<file path="config.mk">
export PLATFORM = sky130hd
export DESIGN_NAME = srcb_stage
export DESIGN_NICKNAME = d
export VERILOG_FILES = /design/src/rtl/mips_pkg.sv /design/src/rtl/imm_ext.sv /design/src/rtl/srcb_stage.sv
export SDC_FILE = /design/constraint.sdc
export NUM_CORES = 1
export LEC_CHECK = 0
export ABC_CLOCK_PERIOD_IN_PS = 2500
export CAP_MARGIN = 20
export CORE_ASPECT_RATIO = 1.2
export CORE_MARGIN = 2
export CORE_UTILIZATION = 42
export DETAILED_ROUTE_END_ITERATION = 16
export PLACE_DENSITY = 0.8
export SYNTH_ARGS = -nofsm -noshare
export SYNTH_HDL_FRONTEND = slang
export SYNTH_SLANG_ARGS = --single-unit
export TNS_END_PERCENT = 100
</file>
<file path="constraint.sdc">
create_clock -name clk -period 2.5 [get_ports clk]
set_input_delay 0.5 -clock clk [delete_from_list [all_inputs] [get_ports clk]]
set_output_delay 0.5 -clock clk [all_outputs]
set_load 0.1 [all_outputs]
</file>
<file path="src/rtl/mips_pkg.sv">
// Shared encodings for the ID/EX operand path: immediate extension modes and
// register-operand forwarding sources.
package mips_pkg;

  typedef enum logic [1:0] {
    EXT_SIGN  = 2'b00,
    EXT_ZERO  = 2'b01,
    EXT_UPPER = 2'b10
  } ext_mode_e;

  typedef enum logic [1:0] {
    FWD_RF    = 2'b00,
    FWD_EXMEM = 2'b01,
    FWD_MEMWB = 2'b10
  } fwd_sel_e;

endpackage

</file>
<file path="src/rtl/imm_ext.sv">
// Immediate extender: sign, zero or upper placement of an IW-bit field into DW
// bits. Purely combinational so the branch-target logic can share it.
module imm_ext
  import mips_pkg::*;
#(
  parameter int DW = 32,
  parameter int IW = 16
) (
  input  logic [IW-1:0] imm,
  input  logic [1:0]    ext_mode,
  output logic [DW-1:0] ext
);

  // NOTE: ext gets a full default before the case so no path leaves it
  // unassigned, which would otherwise infer a latch.
  always_comb begin
    ext = {{(DW-IW){imm[IW-1]}}, imm};
    case (ext_mode)
      EXT_ZERO:  ext = {{(DW-IW){1'b0}}, imm};
      EXT_UPPER: ext = {imm, {(DW-IW){1'b0}}};
      default:   ;  // EXT_SIGN and the reserved code both sign-extend
    endcase
  end

endmodule

</file>
<file path="src/rtl/srcb_stage.sv">
// ID/EX source-B stage: forwards the register operand, extends the immediate,
// selects ALU source B and registers it with store data and a valid bit.
module srcb_stage
  import mips_pkg::*;
#(
  parameter int DW = 32,
  parameter int IW = 16
) (
  input  logic          clk,
  input  logic          reset,
  input  logic          in_valid,
  input  logic          stall,
  input  logic          flush,
  input  logic [DW-1:0] rd2,
  input  logic [DW-1:0] exmem_result,
  input  logic [DW-1:0] memwb_result,
  input  logic [1:0]    fwd_sel,
  input  logic [IW-1:0] imm,
  input  logic [1:0]    ext_mode,
  input  logic          alu_src,
  output logic          out_valid,
  output logic [DW-1:0] srcb,
  output logic [DW-1:0] store_data,
  output logic [DW-1:0] ext_imm
);

  logic [DW-1:0] op;
  logic [DW-1:0] ext;
  logic [DW-1:0] b;

  always_comb begin
    op = rd2;
    case (fwd_sel)
      FWD_EXMEM: op = exmem_result;
      FWD_MEMWB: op = memwb_result;
      default:   ;  // FWD_RF and the reserved code read the register file
    endcase
  end

  imm_ext #(.DW(DW), .IW(IW)) u_imm_ext (
    .imm      (imm),
    .ext_mode (ext_mode),
    .ext      (ext)
  );

  assign b = alu_src ? ext : op;

  // NOTE: non-blocking assignments keep every register sampling pre-edge
  // values, independent of statement order.
  always_ff @(posedge clk) begin
    if (reset || flush) begin
      out_valid  <= 1'b0;
      srcb       <= '0;
      store_data <= '0;
      ext_imm    <= '0;
    end else if (!stall) begin
      out_valid <= in_valid;
      if (in_valid) begin
        srcb       <= b;
        store_data <= op;
        ext_imm    <= ext;
      end else begin
        // Bubbles carry zero data so downstream never sees stale operands.
        srcb       <= '0;
        store_data <= '0;
        ext_imm    <= '0;
      end
    end
  end

endmodule

</file>
== After elaboration in Yosys (flattened, before gate mapping) ==
Index checks and enable logic that the tools add are counted.

* Mux-type cells: 6
* Equal/unequal tests: 4
* Reduce and logical (&&, ||, !) cells: 1

{| class="wikitable"
|+ Operators with widths
! operator !! count
|-
| 2-to-1 mux 32 bit || 4
|-
| one-hot mux 32 bit (2 select lines) || 2
|-
| == test 2 x 1 -> 1 bit (second input constant) || 2
|-
| == test 2 bit (second input constant) || 2
|-
| logical OR 1 bit || 1
|}

* Register bits after elaboration: 97
* Input port bits: 122
* Output and inout bits: 97
* Logic and storage cells: 15

== Logic depth before layout (Yosys ltp) ==
* Depth after elaboration: 4
* Depth in mapped cells: 7
* Gate-level depth less buffers: 5

== Hierarchy ==
From an unflattened synthesis, not the netlist that was laid out.

* Cell total of the unflattened synthesis: 551
* Area total of the unflattened synthesis: 4922.2 um^2

{| class="wikitable"
|+ By module, submodules not included
! module !! cells an instance !! seq. area each (um^2) !! times used !! area an instance (um^2)
|-
| srcb_stage || 508 || 1941.9 || 1 || 4600.7
|-
| imm_ext || 43 || 0.0 || 1 || 321.6
|}

== Least setup slack after synthesis ==
No wires, ideal clock.

* Path kind: input to register
* Start point: in fwd_sel[0]
* End point: reg store_data[21]
* Buffers on the path: 2
* Setup time: 0.118 ns
* Data arrival time: 1.791 ns
* Required time: 2.382 ns
* Stages on the path: 6
* Slack: 0.591 ns
* Cells stage by stage: inv_1 -> ha_1 -> buf_2 -> buf_2 -> mux2_2 -> a22o_1

* Cells in the longest elaborated chain, start to end: 3
* Elaborated cells on any way between the ends: 4
* Classes of those cells: eq/ne: 2; mux: 2

{| class="wikitable"
|+ RTL lines
! what !! RTL line !! source
|-
| start: declaration || srcb_stage.sv:17 || <nowiki>input logic [1:0] fwd_sel,</nowiki>
|-
| == test 2 bit / == test 2 x 1 -> 1 bit (equally long branches) || srcb_stage.sv:33 || <nowiki>case (fwd_sel)</nowiki>
|-
| one-hot mux 32 bit (2 select lines) * || srcb_stage.sv:33 ||
|-
| 2-to-1 mux 32 bit * || srcb_stage.sv:58 || <nowiki>if (in_valid) begin</nowiki>
|-
| end signal: assignment || srcb_stage.sv:60 || <nowiki>store_data <= op;</nowiki>
|-
| end: declaration || srcb_stage.sv:23 || <nowiki>output logic [DW-1:0] store_data,</nowiki>
|}

Mark *: on every way between the ends. The rest lies on a longest branch, timed or not.
A chain may end at the register's enable or synchronous reset.

== Worst setup path after layout ==
* Start point: in fwd_sel[0]
* End point: reg srcb[15]

* Cells in the longest elaborated chain, start to end: 4
* Elaborated cells on any way between the ends: 5
* Classes of those cells: eq/ne: 2; mux: 3

{| class="wikitable"
|+ RTL lines
! what !! RTL line !! source
|-
| == test 2 bit / == test 2 x 1 -> 1 bit (equally long branches) || srcb_stage.sv:33 ||
|-
| one-hot mux 32 bit (2 select lines) * || srcb_stage.sv:33 ||
|-
| 2-to-1 mux 32 bit * || srcb_stage.sv:46 || <nowiki>assign b = alu_src ? ext : op;</nowiki>
|-
| 2-to-1 mux 32 bit * || srcb_stage.sv:58 ||
|-
| end signal: assignment || srcb_stage.sv:53 || <nowiki>srcb <= '0;</nowiki>
|-
| end signal: assignment || srcb_stage.sv:59 || <nowiki>srcb <= b;</nowiki>
|-
| end signal: assignment || srcb_stage.sv:64 || <nowiki>srcb <= '0;</nowiki>
|-
| end: declaration || srcb_stage.sv:22 || <nowiki>output logic [DW-1:0] srcb,</nowiki>
|}

Marks and branches as above.

==> results by group <==
Clocking
  • CTS resizes: 0
  • Post-CTS Setup Repair Bufs: 0
  • CTS tree: built
  • # H-tree levels: 3
  • TritonCTS Buffers: 9
  • Clock latency at the later pin of the worst-skew pair: about 0.35 ns
  • Clock slew at reported path FFs: 0.07 ns
  • CTS Hold Bufs: 0
  • Longest Clk Path Bufs: 2
  • Root buf cell: clkbuf_16
  • Clk sinks: between 90 and 100

Worst setup path
  • Critical path required time: roughly 2.8 ns
  • Crit path launch: fwd_sel[0]
  • Critical path launch point type: primary input
  • Reg2reg start: store_data[5]
  • Critical path peak fanout: 17
  • Crit path DAT: 2.42 ns
  • Critical path type: primary input to flop
  • CP endpoint kind: flop

Logic synthesis
  • Synth Area in Compound Gates: 26.4%
  • Adder-Cell Fraction of Synth Area: 1.07%
  • Main combinational cell family by area after synthesis: compound AO/OA/AOI/OAI gates
  • Syn Area/Cell: ~9 um^2
  • Unique masters post-synth: 33
  • Seq/Total Area, Yosys: between 40% and 50%
  • Flops & latches, synth: 97
  • Syn nets: 640
  • Ys Warns: 0
  • Multiplexer share of the synthesized area: 3.61%
  • Post-Synth Simple-Gate Area: approximately 22%
  • Mapped cell area: 4680 um^2
  • Syn Inst Count: 514
  • XOR/XNOR Fraction of Synth Area: 0%

Global route
  • GRT Overall Usage: between 20% and 30%
  • Largest net degree at the start of global routing: between 60 and 70
  • Initial antenna violation count: 0
  • Grt ovf: 0
  • Vias in the first global route: approximately 5000
  • First-pass GRT wire length: about 26000 um

Power and ir drop
  • Total power: about 3.9 mW
  • Pint: approximately 2.8 mW
  • Maximum VDD drop: 0.000277 V
  • Flop pwr share: 40.6%
  • Sw Pwr: 1.18 mW
  • Sw Ratio: between 30% and 40%
  • PwrDens: around 560 nW/um^2
  • Clock power frac: 35.5%
  • Combinational share of power: a little under a quarter
  • Static Leak: ~2.7 nW

Floorplanning
  • Die H: 120 um
  • Die width: between 100 and 150 um
  • IO Pins: around 220
  • Core ar.: 10900 um^2
  • Initial core utilization: between 40% and 50%
  • Placement Rows: between 40 and 50
  • Die area: 12000 um^2

STA
  • Final hold vios: 0
  • Final worst slack: ~0.34 ns
  • Setup TNS: 0 ns
  • Slew headroom: between 30% and 40%
  • Maximum clock rate: about 0.46 GHz
  • Pins Over Slew Limit: 0
  • Final worst path period share: a little under nine tenths
  • Crit path time final: between 2 and 2.5 ns
  • Clock skew: 0 ns
  • Slew @ Worst Pin: 0.931 ns
  • RSZ-0062 raised after global routing: false
  • Hold slack: roughly 0.47 ns
  • Count of final setup violators: 0

Final layout
  • Antenna Cells: 0
  • Synthesis-to-layout area growth: 49.7%
  • Layout cells sized above 1: between 20% and 30%
  • Multi-input combinational cell area: 2490 um^2
  • FF+latch area: just under 2000 um^2
  • Final Net Count: ~830
  • Filler cell count: a little over 900

Place
  • PortBufs: about 220
  • HPWL after detailed placement: about 12000 um
  • Placement Setup Slack: -0.0296 ns
  • RD Place Congestion: between 0.8 and 0.9

Drt
  • Iteration-0 DRC Markers: 260
  • Remaining DRCs: 0
  • DR WL/cell: 20.1 um
  • Total Wirelength: ~17000 um
  • Drt first pass iters: 4
  • Vias per inst: roughly 6.0
  • Routed Antenna Nets: 0
  • Routed vias: around 5000

Run status
  • Status: finished clean

Hold path
  • Hold Crit Class: flop to flop
  • Hold_sp: ext_imm[30]

Job
  • Number of max-cap violations: 0
[final cells by class]
class                      instances  area share, %
clock buffer                      11           3.46
clock inverter                     4          0.768
inverter                           4          0.214
multi-input combinational        355           35.5
sequential                        97           27.7
tap                              132           2.36
timing repair buffer             234           30.0
[Yosys cell counts, drive strengths merged]
cell	number	area, um^2
o2111ai	1	8.76
and3	4	25.0
a21oi	17	85.1
ha	4	50.1
nand2b	2	20.0
o21a	4	30.0
o211ai	1	7.51
a221oi	17	149
dfxtp	97	1940
mux2	15	169
inv	4	15.0
or4	17	128
a31oi	17	106
nor2	17	63.8
a22o	30	263
clkbuf	44	165
nand3b	4	30.0
o2bb2ai	15	131
nor4b	1	15.0
o31ai	17	128
nand2	48	180
o21ai	11	55.1
buf	14	88.8
or2	3	18.8
and2	23	144
a32oi	16	140
nor3b	11	82.6
nor2b	18	113
o221ai	15	131
nand4	16	100
and3b	11	96.3
[per-stage QoR]
| step | instance area [um^2] | util (%) | cells |
|---|---|---|---|
| floorplan | 4680 | - | 514 |
| CTS | 7010 | 64.1 | 837 |
| global placement | 6710 | 61.4 | 822 |
| detailed placement | 6710 | 61.4 | 822 |
| finish | 7010 | 64.1 | 837 |
| global route | 7010 | 64.1 | 837 |
[sequential cells by signal (all words and copies together), names as in the netlist]
name,cells
ext_imm,32
srcb,32
store_data,32
out_valid,1
[critical path, cell delays in order]
cell             delay, ns
clkdlybuf4s50_1       0.43
inv_1                 0.07
ha_1                  0.35
buf_4                 0.31
a221oi_1              0.14
or4_1                 0.49
a31oi_1               0.14
[path summary, 6_finish.rpt]
kind | depth (start not counted) | slack (ns) | endpoint
setup / recovery | 7 | 0.34 | srcb[15]
hold / removal | 2 | 0.47 | ext_imm[30]
setup reg to reg | 3 | 1.73 | store_data[5]
hold reg to reg | 2 | 0.47 | ext_imm[30]
[logic make-up (layout without fill, tap and decap cells)]
| kind of cell | Yosys count | count (layout) |
|---|---|---|
| AO/OA/AOI/OAI | 161 | 161 |
| adder cells (fa/ha/maj) | 4 | 4 |
| AND/OR/NAND/NOR | 175 | 175 |
| buffers and inverters | 62 | 253 |
| multiplexers | 15 | 15 |
| flip-flops | 97 | 97 |
[cell usage in the layout, fill, tap and decap left out, drive strengths merged]
cell type / count
o211ai: 1
o2bb2ai: 15
inv: 4
dfxtp: 97
clkinvlp: 2
nand3b: 4
nand2b: 2
or2: 3
bufinv: 1
o2111ai: 1
and3b: 11
and3: 4
buf: 114
clkbuf: 11
nor2b: 18
nand2: 48
nand4: 16
o31ai: 17
a21oi: 17
nor3b: 11
mux2: 15
ha: 4
or4: 17
clkinv: 1
nor4b: 1
a22o: 30
and2: 23
a31oi: 17
a32oi: 16
o221ai: 15
o21a: 4
a221oi: 17
nor2: 17
clkdlybuf4s50: 120
o21ai: 11
[metal layers]
layer  vias to the layer above  global-route usage (%)  share of wire (%)
met1                      2425                    31.1                 39
met4                         0                    10.4                2.6
li1                       2337                       -                  -
met2                       217                    47.1                 51
met5                         -                       0                  0
met3                        33                    8.62                7.6
[power by group through the flow]
stage	combinational, mW	sequential [mW]	clock, mW
floorplan	0.329	1.87	0
global placement	0.918	1.63	0
detailed placement	0.932	1.63	0
CTS	0.936	1.60	1.40
global route	0.991	1.60	1.48
finish	0.940	1.60	1.40
No activity file was read; power rests on OpenSTA's default activity.
